<file path="config.mk">
export PLATFORM = sky130hd
export DESIGN_NAME = mfp_heartbeat_sampler_flat
export DESIGN_NICKNAME = d
export VERILOG_FILES = /design/src/rtl/mfp_heartbeat_sampler_if.sv /design/src/rtl/mfp_heartbeat_sampler.sv /design/src/flat_wrapper.sv
export SDC_FILE = /design/constraint.sdc
export NUM_CORES = 1
export LEC_CHECK = 0
export BUFFER_PORTS_ARGS = -buffer_cell sky130_fd_sc_hd__buf_2
export CORE_AREA = 3 3 186 188
export CTS_BUF_LIST = sky130_fd_sc_hd__clkbuf_4
export DETAILED_ROUTE_END_ITERATION = 10
export DIE_AREA = 0 0 189 191
export PLACE_DENSITY_LB_ADDON = 0.2
export SLEW_MARGIN = 30
export SYNTH_ARGS = -nofsm -noshare
export SYNTH_HDL_FRONTEND = slang
export SYNTH_SLANG_ARGS = --single-unit
</file>
<file path="constraint.sdc">
create_clock -name HCLK -period 3.94 [get_ports HCLK]
set_input_delay 0.788 -clock HCLK [delete_from_list [all_inputs] [get_ports HCLK]]
set_output_delay 0.788 -clock HCLK [all_outputs]
set_load 0.02 [all_outputs]
</file>
<file path="src/rtl/mfp_heartbeat_sampler_if.sv">
// Software read port of the heartbeat sampler: head-of-FIFO word, ready flag and level ACK.
interface mfp_heartbeat_sampler_if;
    logic [31:0] IO_HEARTBEAT;
    logic        IO_READ_RDY;
    logic        IO_READ_ACK;

    modport master (output IO_HEARTBEAT, output IO_READ_RDY, input IO_READ_ACK);
    modport slave  (input IO_HEARTBEAT, input IO_READ_RDY, output IO_READ_ACK);
endinterface

</file>
<file path="src/rtl/mfp_heartbeat_sampler.sv">
// Pulse-sensor heartbeat sampler: debounced beat interval words queued for software readout.
// Optional BPM divider enabled by defining MFP_HEARTBEAT_BPM_EN.
module mfp_heartbeat_sampler #(
    parameter int unsigned CLK_FREQ_HZ   = 50000000,
    parameter int unsigned FIFO_AW       = 3,
    parameter int unsigned REFRACTORY_MS = 250,
    parameter int unsigned TIMEOUT_MS    = 3000
) (
    input  logic                           HCLK,
    input  logic                           HRESET,
    input  logic                           BEAT_IN,
    mfp_heartbeat_sampler_if.master        io,
    output logic [7:0]                     HB_BPM,
    output logic                           HB_OVERFLOW
);
    localparam int unsigned TICK_CYCLES = CLK_FREQ_HZ / 1000;
    localparam int unsigned PRESC_W     = (TICK_CYCLES > 1) ? $clog2(TICK_CYCLES) : 1;
    localparam logic [PRESC_W-1:0] PRESC_LAST = PRESC_W'(TICK_CYCLES - 1);
    localparam int unsigned DEPTH       = 1 << FIFO_AW;
    localparam logic [FIFO_AW:0] DEPTH_C = {1'b1, {FIFO_AW{1'b0}}};
    localparam logic [15:0] REFR_LOAD    = 16'(REFRACTORY_MS);
    localparam logic [15:0] TIMEOUT_WORD = 16'(TIMEOUT_MS);
    localparam logic [15:0] TIMEOUT_LAST = 16'(TIMEOUT_MS - 1);

    function automatic logic [31:0] pack_word(input logic [7:0]  seq,
                                              input logic        tmo,
                                              input logic        ovf,
                                              input logic        first,
                                              input logic [15:0] interval);
        pack_word = {seq, tmo, ovf, first, 5'b00000, interval};
    endfunction

    logic                 sync1_q, sync2_q, sync_prev_q;
    logic                 beat_edge_q, beat_edge_d;
    logic                 ack_q;
    logic [PRESC_W-1:0]   presc_q, presc_d;
    logic [15:0]          ms_cnt_q, ms_cnt_d;
    logic [15:0]          refr_q, refr_d;
    logic [7:0]           seq_q, seq_d;
    logic                 first_q, first_d;
    logic                 armed_q, armed_d;
    logic                 ovf_q, ovf_d;
    logic [FIFO_AW-1:0]   wr_ptr_q, wr_ptr_d, rd_ptr_q, rd_ptr_d;
    logic [FIFO_AW:0]     count_q, count_d;
    logic                 rdy_q, rdy_d;
    logic [31:0]          head_q, head_d;
    logic [31:0]          mem_q [DEPTH];

    logic                 tick_s, accept_s, timeout_s, push_s, pop_s, push_ok_s, ack_rise_s;
    logic [31:0]          push_word_s;

    // Next state: timebase, beat acceptance, timeout, word packing and FIFO bookkeeping.
    always_comb begin
        tick_s      = (presc_q == PRESC_LAST);
        beat_edge_d = sync2_q && !sync_prev_q;
        accept_s    = beat_edge_q && (refr_q == 16'd0);
        timeout_s   = armed_q && tick_s && (ms_cnt_q == TIMEOUT_LAST) && !accept_s;
        push_s      = accept_s || timeout_s;
        ack_rise_s  = io.IO_READ_ACK && !ack_q;
        pop_s       = ack_rise_s && (count_q != {(FIFO_AW+1){1'b0}});
        push_ok_s   = push_s && ((count_q != DEPTH_C) || pop_s);
        push_word_s = pack_word(seq_q, timeout_s, ovf_q, first_q,
                                accept_s ? ms_cnt_q : TIMEOUT_WORD);

        if (tick_s) presc_d = {PRESC_W{1'b0}};
        else        presc_d = presc_q + 1'b1;

        if (accept_s)                             ms_cnt_d = 16'd0;
        else if (tick_s && (ms_cnt_q != 16'hFFFF)) ms_cnt_d = ms_cnt_q + 16'd1;
        else                                      ms_cnt_d = ms_cnt_q;

        if (accept_s)                            refr_d = REFR_LOAD;
        else if (tick_s && (refr_q != 16'd0))    refr_d = refr_q - 16'd1;
        else                                     refr_d = refr_q;

        if (accept_s) begin
            seq_d   = seq_q + 8'd1;
            first_d = 1'b0;
            armed_d = 1'b1;
        end else begin
            seq_d   = seq_q;
            first_d = first_q;
            armed_d = timeout_s ? 1'b0 : armed_q;
        end

        // The flag rides on the next word that actually lands, then clears.
        if (push_ok_s)   ovf_d = 1'b0;
        else if (push_s) ovf_d = 1'b1;
        else             ovf_d = ovf_q;

        if (push_ok_s) wr_ptr_d = wr_ptr_q + 1'b1;
        else           wr_ptr_d = wr_ptr_q;
        if (pop_s)     rd_ptr_d = rd_ptr_q + 1'b1;
        else           rd_ptr_d = rd_ptr_q;

        case ({push_ok_s, pop_s})
            2'b10:   count_d = count_q + 1'b1;
            2'b01:   count_d = count_q - 1'b1;
            default: count_d = count_q;
        endcase

        rdy_d = (count_d != {(FIFO_AW+1){1'b0}});
        if (!rdy_d)                                       head_d = 32'h0000_0000;
        else if (push_ok_s && (wr_ptr_q == rd_ptr_d))     head_d = push_word_s;
        else                                              head_d = mem_q[rd_ptr_d];
    end

    // Control and status registers.
    always_ff @(posedge HCLK) begin
        if (HRESET) begin
            sync1_q     <= 1'b0;
            sync2_q     <= 1'b0;
            sync_prev_q <= 1'b0;
            beat_edge_q <= 1'b0;
            ack_q       <= 1'b0;
            presc_q     <= {PRESC_W{1'b0}};
            ms_cnt_q    <= 16'd0;
            refr_q      <= 16'd0;
            seq_q       <= 8'd0;
            first_q     <= 1'b1;
            armed_q     <= 1'b1;
            ovf_q       <= 1'b0;
            wr_ptr_q    <= {FIFO_AW{1'b0}};
            rd_ptr_q    <= {FIFO_AW{1'b0}};
            count_q     <= {(FIFO_AW+1){1'b0}};
            rdy_q       <= 1'b0;
            head_q      <= 32'h0000_0000;
        end else begin
            sync1_q     <= BEAT_IN;
            sync2_q     <= sync1_q;
            sync_prev_q <= sync2_q;
            beat_edge_q <= beat_edge_d;
            ack_q       <= io.IO_READ_ACK;
            presc_q     <= presc_d;
            ms_cnt_q    <= ms_cnt_d;
            refr_q      <= refr_d;
            seq_q       <= seq_d;
            first_q     <= first_d;
            armed_q     <= armed_d;
            ovf_q       <= ovf_d;
            wr_ptr_q    <= wr_ptr_d;
            rd_ptr_q    <= rd_ptr_d;
            count_q     <= count_d;
            rdy_q       <= rdy_d;
            head_q      <= head_d;
        end
    end

    // FIFO storage, cleared on reset so discarded words never resurface.
    always_ff @(posedge HCLK) begin
        if (HRESET) begin
            mem_q <= '{default: 32'h0000_0000};
        end else if (push_ok_s) begin
            mem_q[wr_ptr_q] <= push_word_s;
        end
    end

    assign io.IO_HEARTBEAT = head_q;
    assign io.IO_READ_RDY  = rdy_q;
    assign HB_OVERFLOW     = ovf_q;

`ifdef MFP_HEARTBEAT_BPM_EN
    logic        div_busy_q, div_busy_d;
    logic [4:0]  div_cnt_q, div_cnt_d;
    logic [15:0] div_quo_q, div_quo_d, div_dvs_q, div_dvs_d;
    logic [16:0] div_rem_q, div_rem_d, rem_sh_s;
    logic [7:0]  bpm_q, bpm_d;
    logic        div_start_s;

    // Restoring divider 60000/interval: 16 shift-subtract steps, then saturating write.
    always_comb begin
        div_start_s = accept_s && !first_q && (ms_cnt_q != 16'd0);
        rem_sh_s    = {div_rem_q[15:0], div_quo_q[15]};
        div_busy_d  = div_busy_q;
        div_cnt_d   = div_cnt_q;
        div_quo_d   = div_quo_q;
        div_dvs_d   = div_dvs_q;
        div_rem_d   = div_rem_q;
        bpm_d       = bpm_q;
        if (div_start_s) begin
            div_busy_d = 1'b1;
            div_cnt_d  = 5'd0;
            div_quo_d  = 16'd60000;
            div_dvs_d  = ms_cnt_q;
            div_rem_d  = 17'd0;
        end else if (timeout_s) begin
            div_busy_d = 1'b0;
            bpm_d      = 8'd0;
        end else if (div_busy_q) begin
            if (div_cnt_q == 5'd16) begin
                div_busy_d = 1'b0;
                bpm_d      = (div_quo_q > 16'd255) ? 8'hFF : div_quo_q[7:0];
            end else begin
                div_cnt_d = div_cnt_q + 5'd1;
                if (rem_sh_s >= {1'b0, div_dvs_q}) begin
                    div_rem_d = rem_sh_s - {1'b0, div_dvs_q};
                    div_quo_d = {div_quo_q[14:0], 1'b1};
                end else begin
                    div_rem_d = rem_sh_s;
                    div_quo_d = {div_quo_q[14:0], 1'b0};
                end
            end
        end else begin
            div_busy_d = 1'b0;
        end
    end

    // Divider and BPM registers.
    always_ff @(posedge HCLK) begin
        if (HRESET) begin
            div_busy_q <= 1'b0;
            div_cnt_q  <= 5'd0;
            div_quo_q  <= 16'd0;
            div_dvs_q  <= 16'd0;
            div_rem_q  <= 17'd0;
            bpm_q      <= 8'd0;
        end else begin
            div_busy_q <= div_busy_d;
            div_cnt_q  <= div_cnt_d;
            div_quo_q  <= div_quo_d;
            div_dvs_q  <= div_dvs_d;
            div_rem_q  <= div_rem_d;
            bpm_q      <= bpm_d;
        end
    end

    assign HB_BPM = bpm_q;
`else
    assign HB_BPM = 8'h00;
`endif

endmodule
</file>
<file path="src/flat_wrapper.sv">
// flat-port wrapper written by rule: the top's interface ports become plain ports
module mfp_heartbeat_sampler_flat 
#(
    parameter int unsigned CLK_FREQ_HZ   = 50000000,
    parameter int unsigned FIFO_AW       = 3,
    parameter int unsigned REFRACTORY_MS = 250,
    parameter int unsigned TIMEOUT_MS    = 3000
)
  (HCLK, HRESET, BEAT_IN, HB_BPM, HB_OVERFLOW, io_IO_HEARTBEAT, io_IO_READ_RDY, io_IO_READ_ACK);
  mfp_heartbeat_sampler_if io_i ();
  input  logic HCLK;
  input  logic HRESET;
  input  logic BEAT_IN;
  output logic [7:0] HB_BPM;
  output logic HB_OVERFLOW;
  output wire logic [$bits(io_i.IO_HEARTBEAT)-1:0] io_IO_HEARTBEAT;
  output wire logic [$bits(io_i.IO_READ_RDY)-1:0] io_IO_READ_RDY;
  input wire logic [$bits(io_i.IO_READ_ACK)-1:0] io_IO_READ_ACK;
  assign io_IO_HEARTBEAT = io_i.IO_HEARTBEAT;
  assign io_IO_READ_RDY = io_i.IO_READ_RDY;
  assign io_i.IO_READ_ACK = io_IO_READ_ACK;
  mfp_heartbeat_sampler #(.CLK_FREQ_HZ(CLK_FREQ_HZ), .FIFO_AW(FIFO_AW), .REFRACTORY_MS(REFRACTORY_MS), .TIMEOUT_MS(TIMEOUT_MS)) u_core (.HCLK(HCLK), .HRESET(HRESET), .BEAT_IN(BEAT_IN), .io(io_i), .HB_BPM(HB_BPM), .HB_OVERFLOW(HB_OVERFLOW));
endmodule
</file>
---- Word level (Yosys, flattened, before mapping) ----
Cells that the tools add are included.
word-level totals
  output and inout bits ................... 42
  logic and storage cells ................. 87
  flip-flop bits (word level) ............. 363
  latch bits .............................. 0
  memories ................................ 0
  RAM bits ................................ 0
  bits of input ports ..................... 4
  memory bits (read-only) ................. 0
operators by class
  reduce and logical (&&, ||, !) cells .... 27
  bitwise gates (word level) .............. 3
  add/sub/neg operators ................... 8
  equal/unequal tests ..................... 7
  muxes and demuxes ....................... 12
  div/mod/pow operators ................... 0
  shift-type cells ........................ 0
  magnitude comparators ................... 3
  multiply operators ...................... 0
operators by type and width
  operator               number
  $bwmux 256             1
  $mux 32                4
  $bmux 32 s3            1
  $demux 32 s3           1
  $add 16x1->16 const B  2
  $eq 16x12->1 const B   1
  $eq 16x16->1 const B   1
  $logic_not 16->1       1
  $mux 16                1
  $mux 8                 2
  $ne 16x16->1 const B   1
  $reduce_bool 16->1     1
  $sub 16x1->16 const B  1
  $logic_and 1x1->1      12
  $add 8x1->8 const B    1
  $ge 4x4->1 const B     2
  $not 3->4              2
  $pmux 4 s2             1
  $reduce_bool 4->1      2
  $reduce_or 2->1        4
  $add 3x1->3 const B    2
  $add 4x1->4 const B    1
  $lt 4x1->1 const B     1
  $ne 4x4->1 const B     1
  10 further kinds       13

---- Logic depth before layout (Yosys ltp) ----
Gate-level depths: netlist of the first run.
  depth after elaboration ................. 11
  gate-level depth with buffers ........... 16
  mapped depth without buffers ............ 13

---- Worst setup path after synthesis of the first run ----
OpenSTA, ideal clock, no wires.
  path kind ............................... register to register
  start point ............................. register u_core.presc_q[0]
  end point ............................... register u_core.head_q[23] (netlist: u_core.io.IO_HEARTBEAT[23])
  required time ........................... 3.816 ns
  path slack .............................. 0.728 ns
  clock period less this slack ............ 3.212 ns
  cell stages (with the launch flop) ...... 17
  arrival time ............................ 3.088 ns
  path buffers ............................ 3
  library setup time ...................... 0.124 ns
  path through ............................ dfxtp_1 -> ha_1 -> and3_1 -> clkbuf_1 -> nand4_1 -> o22a_4 -> nand2_1 -> inv_1 -> ha_1 -> a21o_1 -> a21oi_1 -> nor3_1 -> mux2i_1 -> mux2i_1 -> buf_2 -> buf_4 -> a22oi_1
on the way
  cells in the longest elaborated chain, start to end .. 11
  elaborated cells between the ends (all ways) .. 14
  classes of those cells .................. 3 x eq/ne; 2 x mux; 1 x bitwise; 8 x reduce/logical
RTL lines
  item                                             RTL line                      RTL
  from (decl)                                      mfp_heartbeat_sampler.sv:36   logic [PRESC_W-1:0] presc_q, presc_d;
  from (signal assigned)                           mfp_heartbeat_sampler.sv:116  presc_q <= {PRESC_W{1'b0}};
  from (signal assigned)                           mfp_heartbeat_sampler.sv:134  presc_q <= presc_d;
  $eq 16x16->1 (*)                                 mfp_heartbeat_sampler.sv:54   tick_s = (presc_q == PRESC_LAST);
  $logic_and 1x1->1 (*) (3 in a row)               mfp_heartbeat_sampler.sv:57   timeout_s = armed_q && tick_s && (ms_cnt_q == TIMEOUT_LAST) && !accept_s;
  $logic_or 1x1->1                                 mfp_heartbeat_sampler.sv:58   push_s = accept_s || timeout_s;
  $logic_and 1x1->1                                mfp_heartbeat_sampler.sv:61   push_ok_s = push_s && ((count_q != DEPTH_C) || pop_s);
  $eq 2x1->1 / $eq 2x2->1 (equally long branches)  mfp_heartbeat_sampler.sv:96   case ({push_ok_s, pop_s})
  $pmux 4 s2                                       mfp_heartbeat_sampler.sv:96
  $reduce_bool 4->1                                mfp_heartbeat_sampler.sv:102  rdy_d = (count_d != {(FIFO_AW+1){1'b0}});
  $not 1->1 (no line)                              n/a
  $reduce_or 2->1 (no line)                        n/a
  to (signal assigned)                             mfp_heartbeat_sampler.sv:127  head_q <= 32'h0000_0000;
  to (signal assigned)                             mfp_heartbeat_sampler.sv:145  head_q <= head_d;
  to (decl)                                        mfp_heartbeat_sampler.sv:46   logic [31:0] head_q, head_d;
Every way passes the cells marked *; elsewhere a longest branch is shown, timed or not.
A chain may end at the register's enable or synchronous reset.

---- Worst setup path in the final report of the first run ----
  start point ............................. register u_core.presc_q[0]
  end point ............................... register u_core.head_q[7] (netlist: u_core.io.IO_HEARTBEAT[7])
on the way
  cells in the longest elaborated chain, start to end .. 11
  elaborated cells between the ends (all ways) .. 14
  classes of those cells .................. 3 x eq/ne; 2 x mux; 1 x bitwise; 8 x reduce/logical
RTL lines
  item                                             RTL line
  $eq 16x16->1 (*)                                 mfp_heartbeat_sampler.sv:54
  $logic_and 1x1->1 (*) (3 in a row)               mfp_heartbeat_sampler.sv:57
  $logic_or 1x1->1 (*)                             mfp_heartbeat_sampler.sv:58
  $logic_and 1x1->1 (*)                            mfp_heartbeat_sampler.sv:61
  $eq 2x1->1 / $eq 2x2->1 (equally long branches)  mfp_heartbeat_sampler.sv:96
  $pmux 4 s2                                       mfp_heartbeat_sampler.sv:96
  $reduce_bool 4->1                                mfp_heartbeat_sampler.sv:102
  $not 1->1 (no line)                              n/a
  $reduce_or 2->1 (no line)                        n/a
Marks and branches as above.

==> impl_metrics.py, run 1 <==
metrics = {
    "logic_synthesis": {
        "netlist.area_leader.share_pct": 38.6,
        "synth-seq-cells": 318,
        "synth_area_leaders": "dfxtp_1 (39%), nand2_1 (12%), a21oi_1 (7.1%), nand3_1 (4.8%), nand2b_1 (4.3%)",
        "yosysWarningCount": 0,
        "yosysMostFrequentCell": "nand2_1",
        "netlist_top_cells_count": "nand2_1 (522), dfxtp_1 (318), a21oi_1 (234)",
        "synth-edff-count": 0,
        "syn_area_per_cell_um2": 7.52,
        "synthArstFlopShare_pct": 0,
        "ys.flop_type": "dfxtp_1",
        "netlist_area_um2": 16500,
        "yosysSeqAreaShare_pct": 38.6,
        "yosysUniqueCellTypes": 60,
        "netlist.top_cell.by_area": "dfxtp_1",
        "syn_inst": 2192,
    },
    "setup_path": {
        "cp_max_fo": 29,
        "reg2reg_depth": 14,
        "reg2reg_from": "u_core.presc_q[0]",
        "required_ps": 4510,
        "timing.rr.end": "u_core.io.IO_HEARTBEAT[7]",
        "worstSetupEndpointType": "flip-flop",
        "startpoint_type": "flip-flop",
        "crit_arrival_ps": 4260,
        "rrSetupSlack_ps": 250,
        "setup.worst_path.class": "reg -> reg",
    },
    "clocking": {
        "cts_tree": "done",
        "htree_levels": 3,
        "cts-root-buf": "clkbuf_4",
        "clkLatencyLatePin_ps": 740,
        "cts_setup_buffers": 0,
        "cts_buffer_depth": 3,
        "clkSinkCount": 318,
        "clkTransAtPathRegs_ps": 60,
        "cts_inserted_buffers": 86,
        "cts_hold_buf": 0,
    },
    "worst_hold_path": {
        "holdPathStages": 2,
        "hp-start": "BEAT_IN",
        "min_to": "u_core.sync1_q",
        "hp-class": "in -> reg",
    },
    "timing": {
        "period_needed_ps": 3690,
        "worstMarginPinSlew_ps": 819,
        "fin_crit_sh_pct": 93.7,
        "rsz0062_at_grt": "false",
        "setup_tns_ps": 0,
        "hold_violations": 0,
        "maxSlewViolCount": 0,
        "fin_worst_skew_ps": 37.0,
        "max_clock_freq_mhz": 271,
        "maxSlewHeadroom_pct": 45.2,
        "finalSetupViolCount": 0,
    },
    "global_routing": {
        "grt_max_degree": 159,
        "grt_pass1_wl_um": 83100,
        "antenna_found_initial": 2,
        "grt_use_total_pct": 28.6,
        "grt-ovfl-total": 0,
        "first_global_vias": 15149,
    },
    "placed_design": {
        "place.port_buffers": 32,
        "postPlaceCellArea_um2": 16900,
        "place.gp.congestion": 0.853,
        "hpwl_um": 30500,
    },
    "final_layout": {
        "syn_to_final_growth_pct": 9.26,
        "final-seq-area_um2": 6370,
        "nFillCells": 3161,
        "final_net_count": 2185,
        "drive_gt1_share_pct": 13.3,
        "multiInputGateArea_um2": 9180,
        "design_area_um2": 18000,
    },
    "power": {
        "p_leak_nw": 5.77,
        "power.density_nw_per_um2": 454,
        "peakVddDrop_uv": 256,
    },
    "floorplanning": {
        "start_util_pct": 49.5,
        "ios": 46,
        "die_width_um": 189,
        "die_area_um2": 36100,
        "core-area_um2": 33300,
        "dieHeight_um": 191,
        "rows": 67,
    },
    "route": {
        "remaining_drc_errors": 0,
        "top_layer_used": "met4",
        "drtIter0Drc": 1764,
        "wl_met2_um": 23800,
        "wire_per_inst_um": 19.5,
        "finalWirelength_um": 52400,
        "vias": 15996,
        "met3_length_um": 4260,
        "viasPerCell": 5.97,
        "first_pass_iters": 5,
        "ant_nets": 0,
        "met1_length_um": 22200,
    },
    "outcome": {
        "status": "finished, final reports clean",
    },
    "flow_run": {
        "cap_viol_max_count": 0,
    },
}
## worst max-delay path by stage
stage | start | end | slack, ps
finish | u_core.presc_q[0] | u_core.io.IO_HEARTBEAT[7] | 250
global route | u_core.presc_q[0] | u_core.io.IO_HEARTBEAT[5] | 30
CTS | u_core.ms_cnt_q[11] | u_core.io.IO_HEARTBEAT[7] | 9
detailed placement | u_core.ms_cnt_q[11] | u_core.io.IO_HEARTBEAT[12] | 50
global placement | u_core.ms_cnt_q[11] | u_core.io.IO_HEARTBEAT[10] | 190
floorplan | u_core.presc_q[0] | u_core.io.IO_HEARTBEAT[23] | 730
## stage by stage
step                      setup slack (ps)  cells  hold WS, ps  power (W)  util, %
after floorplan                        728   2204          367    0.00461        -
after global placement                 186   2530          419    0.00516     50.7
after detailed placement              46.8   2531          421    0.00519     50.7
after CTS                             8.60   2676          252    0.00819     54.0
after global routing                  33.3   2679          255    0.00851     54.1
final                                  247   2679          292    0.00817     54.1
## critical path, stage by stage, from the launching register on
cell and delay (ps):
dfxtp_1 350, ha_1 190, and3_1 290, nand4_1 220, o22a_4 410, nand2_1 200
inv_1 150, ha_1 300, a21o_1 190, a21oi_1 200, nor3_1 80, mux2i_2 270
mux2i_4 280, buf_8 260, a22oi_1 140
## registers in the layout, summed over array words and instances (netlist names)
name	count
u_core.mem_q	216
u_core.io.IO_HEARTBEAT	27
u_core.ms_cnt_q	16
u_core.presc_q	16
u_core.refr_q	16
u_core.seq_q	8
u_core.count_q	4
u_core.rd_ptr_q	3
u_core.wr_ptr_q	3
u_core.HB_OVERFLOW	1
u_core.ack_q	1
u_core.armed_q	1
u_core.beat_edge_q	1
u_core.first_q	1
u_core.io.IO_READ_RDY	1
u_core.sync1_q	1
u_core.sync2_q	1
u_core.sync_prev_q	1
## cell type report
cell class	instances	area share, %
clock inverters	15	0.626
multi-input cells	1649	51.0
well taps	448	3.11
clock buffers	130	5.42
diodes	3	0.0417
inverters	17	0.354
flip-flops and latches	318	35.4
repair buffers	99	4.07
## where the power goes
part	internal, W	leakage [nW]	switching [W]	total [W]
combinational	0.000503	2.56	0.00126	0.00176
sequential	0.00331	2.57	0.0000963	0.00341
clock	0.00162	0.645	0.00139	0.00300
## timing repair
action                                 in CTS  in global routing
resized for setup                           0                  5
endpoints found under the hold margin       0                  0
setup endpoints to repair                   0                 29
## cell families (layout without fill, tap and decap cells)
logic type               after synthesis  in the layout  share of synthesized area (%)
AND/OR/NAND/NOR                     1063           1063                           31.4
adder cells (fa/ha/maj)               10             10                          0.805
AO/OA/AOI/OAI                        504            504                           19.1
flip-flops                           318            318                           38.6
XOR/XNOR                              45             45                           2.48
other                                  1             16                         0.0228
buffers and inverters                237            261                           6.75
multiplexers                          14             14                          0.866
## placed cells by master, fill, tap and decap left out, drive strengths merged, types with 4 or more instances in the layout
cell and instances:
nor2 111, xor2 19, mux2i 12, nor4bb 5, a21oi 235, nand3 179, a22oi 81, clkinv 12
nand4b 4, nand2 522, a32oi 55, and3 4, clkbuf 131, nand3b 4, nor2b 10, o21ai 63
nand2b 114, inv 17, or4 5, conb 13, buf 98, nor4 24, or3 17, xnor2 25
nor3 22, a211oi 56, dfxtp 318, nor4b 5, ha 9, nand4 26
## metal layers
metal / vias to the layer above / track usage (%)
met5: - / 0
met3: 150 / 5.59
met1: 7559 / 37.5
met4: 0 / 13.4
li1: 7567 / -
met2: 720 / 45.6
No activity file was read; power rests on OpenSTA's default activity.
==> run 2, diff against run 1 <==
--- a/config.mk
+++ b/config.mk
@@ -10,7 +10,7 @@
 export CTS_BUF_LIST = sky130_fd_sc_hd__clkbuf_4
 export DETAILED_ROUTE_END_ITERATION = 10
 export DIE_AREA = 0 0 189 191
-export PLACE_DENSITY_LB_ADDON = 0.2
+export PLACE_DENSITY_LB_ADDON = 0.3
 export SLEW_MARGIN = 30
 export SYNTH_ARGS = -nofsm -noshare
 export SYNTH_HDL_FRONTEND = slang
==> run 2 against run 1 <==
Against the previous run: utilization is essentially flat; combinational power shrank 3%; worst setup slack gained 40 ps; global-route usage shrank 1.4 points; clock skew grew 10 ps; power grew 0.11%; critical path depth is the same; clock power grew 3%; final cell count grew 0.19%; non-clock buffer count shrank 4; hold slack lost 33 ps.
==> impl_metrics.py, run 2 (synthesized netlist as in run 1, its figures left out) <==
metrics = {
    "setup_path": {
        "required_ps": 4530,
        "timing.rr.end": "u_core.io.IO_HEARTBEAT[0]",
        "cp_max_fo": 29,
        "worstSetupEndpointType": "flip-flop",
        "crit_arrival_ps": 4240,
        "rrSetupSlack_ps": 290,
        "startpoint_type": "flip-flop",
        "reg2reg_depth": 14,
        "setup.worst_path.class": "reg -> reg",
        "reg2reg_from": "u_core.presc_q[0]",
    },
    "timing": {
        "finalSetupViolCount": 0,
        "period_needed_ps": 3650,
        "fin_worst_skew_ps": 47.3,
        "setup_tns_ps": 0,
        "maxSlewViolCount": 0,
        "rsz0062_at_grt": "false",
        "hold_violations": 0,
        "max_clock_freq_mhz": 274,
        "worstMarginPinSlew_ps": 935,
        "maxSlewHeadroom_pct": 37.6,
        "postLayoutSetupSlackWorst_ps": 287,
        "fin_crit_sh_pct": 92.7,
    },
    "outcome": {
        "status": "finished, final reports clean",
    },
    "floorplanning": {
        "start_util_pct": 49.5,
        "dieHeight_um": 191,
        "core-area_um2": 33300,
        "die_area_um2": 36100,
        "die_width_um": 189,
        "ios": 46,
        "rows": 67,
    },
    "final_layout": {
        "nFillCells": 3193,
        "largest_register": "u_core.mem_q",
        "largest_reg_flops": 216,
        "syn_to_final_growth_pct": 9.17,
        "drive_gt1_share_pct": 13.4,
        "final_cell_mix": "nand2_1 (522), dfxtp_1 (317), a21oi_1 (234)",
        "layout_commonest_cell": "nand2_1",
        "final_net_count": 2182,
    },
    "clocking": {
        "clkTransAtPathRegs_ps": 60,
        "clkSinkCount": 318,
        "cts-root-buf": "clkbuf_4",
        "cts_inserted_buffers": 87,
        "cts_hold_buf": 0,
        "post_cts_resized": 0,
        "cts_buffer_depth": 3,
        "htree_levels": 3,
        "clkLatencyLatePin_ps": 760,
        "cts_setup_buffers": 0,
        "cts_tree": "done",
    },
    "placed_design": {
        "place.gp.congestion": 0.837,
        "dp_slack_ps": 123,
        "hpwl_um": 29500,
        "place.port_buffers": 32,
    },
    "route": {
        "remaining_drc_errors": 0,
        "ant_nets": 0,
        "finalWirelength_um": 50500,
        "drtIter0Drc": 1755,
        "viasPerCell": 5.96,
        "wire_per_inst_um": 18.8,
        "vias": 16000,
        "first_pass_iters": 6,
    },
    "global_routing": {
        "grt_pass1_wl_um": 80100,
        "grt_use_total_pct": 27.2,
        "antenna_found_initial": 1,
        "first_global_vias": 15173,
        "grt_max_degree": 158,
        "grt-ovfl-total": 0,
    },
    "worst_hold_path": {
        "min_to": "u_core.sync1_q",
        "holdPathStages": 2,
        "hp-class": "in -> reg",
        "hp-start": "BEAT_IN",
    },
    "power": {
        "peakVddDrop_uv": 339,
        "power.total_w": 0.00818,
        "power.density_nw_per_um2": 455,
        "p_leak_nw": 5.79,
    },
    "flow_run": {
        "cap_viol_max_count": 0,
    },
}
run 2: changes by cell type in the layout (fill, tap and decap cells not counted), sizes merged:
cell | previous run | this run
clkinv | 12 | 17
buf | 98 | 94
clkinvlp | 1 | 0
clkbuf | 131 | 135
inv | 17 | 18
run 2: worst max path at each step:
stage | depth (start not counted) | slack, ps | to | startpoint
3_5_place_dp | 13 | 120 | u_core.io.IO_HEARTBEAT[27] | u_core.ms_cnt_q[11]
4_1_cts | 13 | 100 | u_core.io.IO_HEARTBEAT[0] | u_core.ms_cnt_q[11]
6_report | 14 | 290 | u_core.io.IO_HEARTBEAT[0] | u_core.presc_q[0]
5_1_grt | 13 | 20 | u_core.io.IO_HEARTBEAT[3] | u_core.ms_cnt_q[4]
3_3_place_gp | 13 | 230 | u_core.io.IO_HEARTBEAT[22] | u_core.ms_cnt_q[11]
2_1_floorplan | 16 | 730 | u_core.io.IO_HEARTBEAT[23] | u_core.presc_q[0]
run 2: per-layer routing:
layer	routed length, um	global-route usage (%)	share of wire [%]
met1	21100	34.5	42
met2	24000	46.3	48
met3	4040	4.95	8.0
met4	1400	10.3	2.8
met5	0	0	0
run 2: critical path, stage by stage (launching register included):
cell	delay, ps
dfxtp_1	350
ha_1	180
and3_1	290
nand4_1	230
o22a_4	410
nand2_1	200
inv_1	140
ha_1	300
a21o_1	180
a21oi_1	170
nor3_1	70
mux2i_1	290
mux2i_4	300
buf_8	260
a22oi_1	130
run 2: report_power, final:
group | switching, W | internal [W] | leakage, nW
sequential | 0.0000874 | 0.00331 | 2.57
clock | 0.00141 | 0.00167 | 0.683
combinational | 0.00123 | 0.000473 | 2.54
run 2: layout make-up:
class                   count  area (um2)  area share, %
multi-input cells        1649        9160           50.9
flip-flops and latches    318        6370           35.4
clock buffers             134        1010           5.59
repair buffers             95         687           3.82
well taps                 448         561           3.12
clock inverters            20         131          0.730
inverters                  17        63.8          0.355
diodes                      3        7.51         0.0417
run 2: through the flow:
| stage | std cells | cell area [um2] | hold WS, ps | util (%) |
|---|---|---|---|---|
| after floorplan | 2204 | 16500 | 367 | - |
| after global placement | 2527 | 16800 | 381 | 50.5 |
| after detailed placement | 2527 | 16800 | 385 | 50.5 |
| after CTS | 2681 | 17900 | 198 | 53.9 |
| after global routing | 2684 | 18000 | 239 | 54.0 |
| final | 2684 | 18000 | 259 | 54.0 |
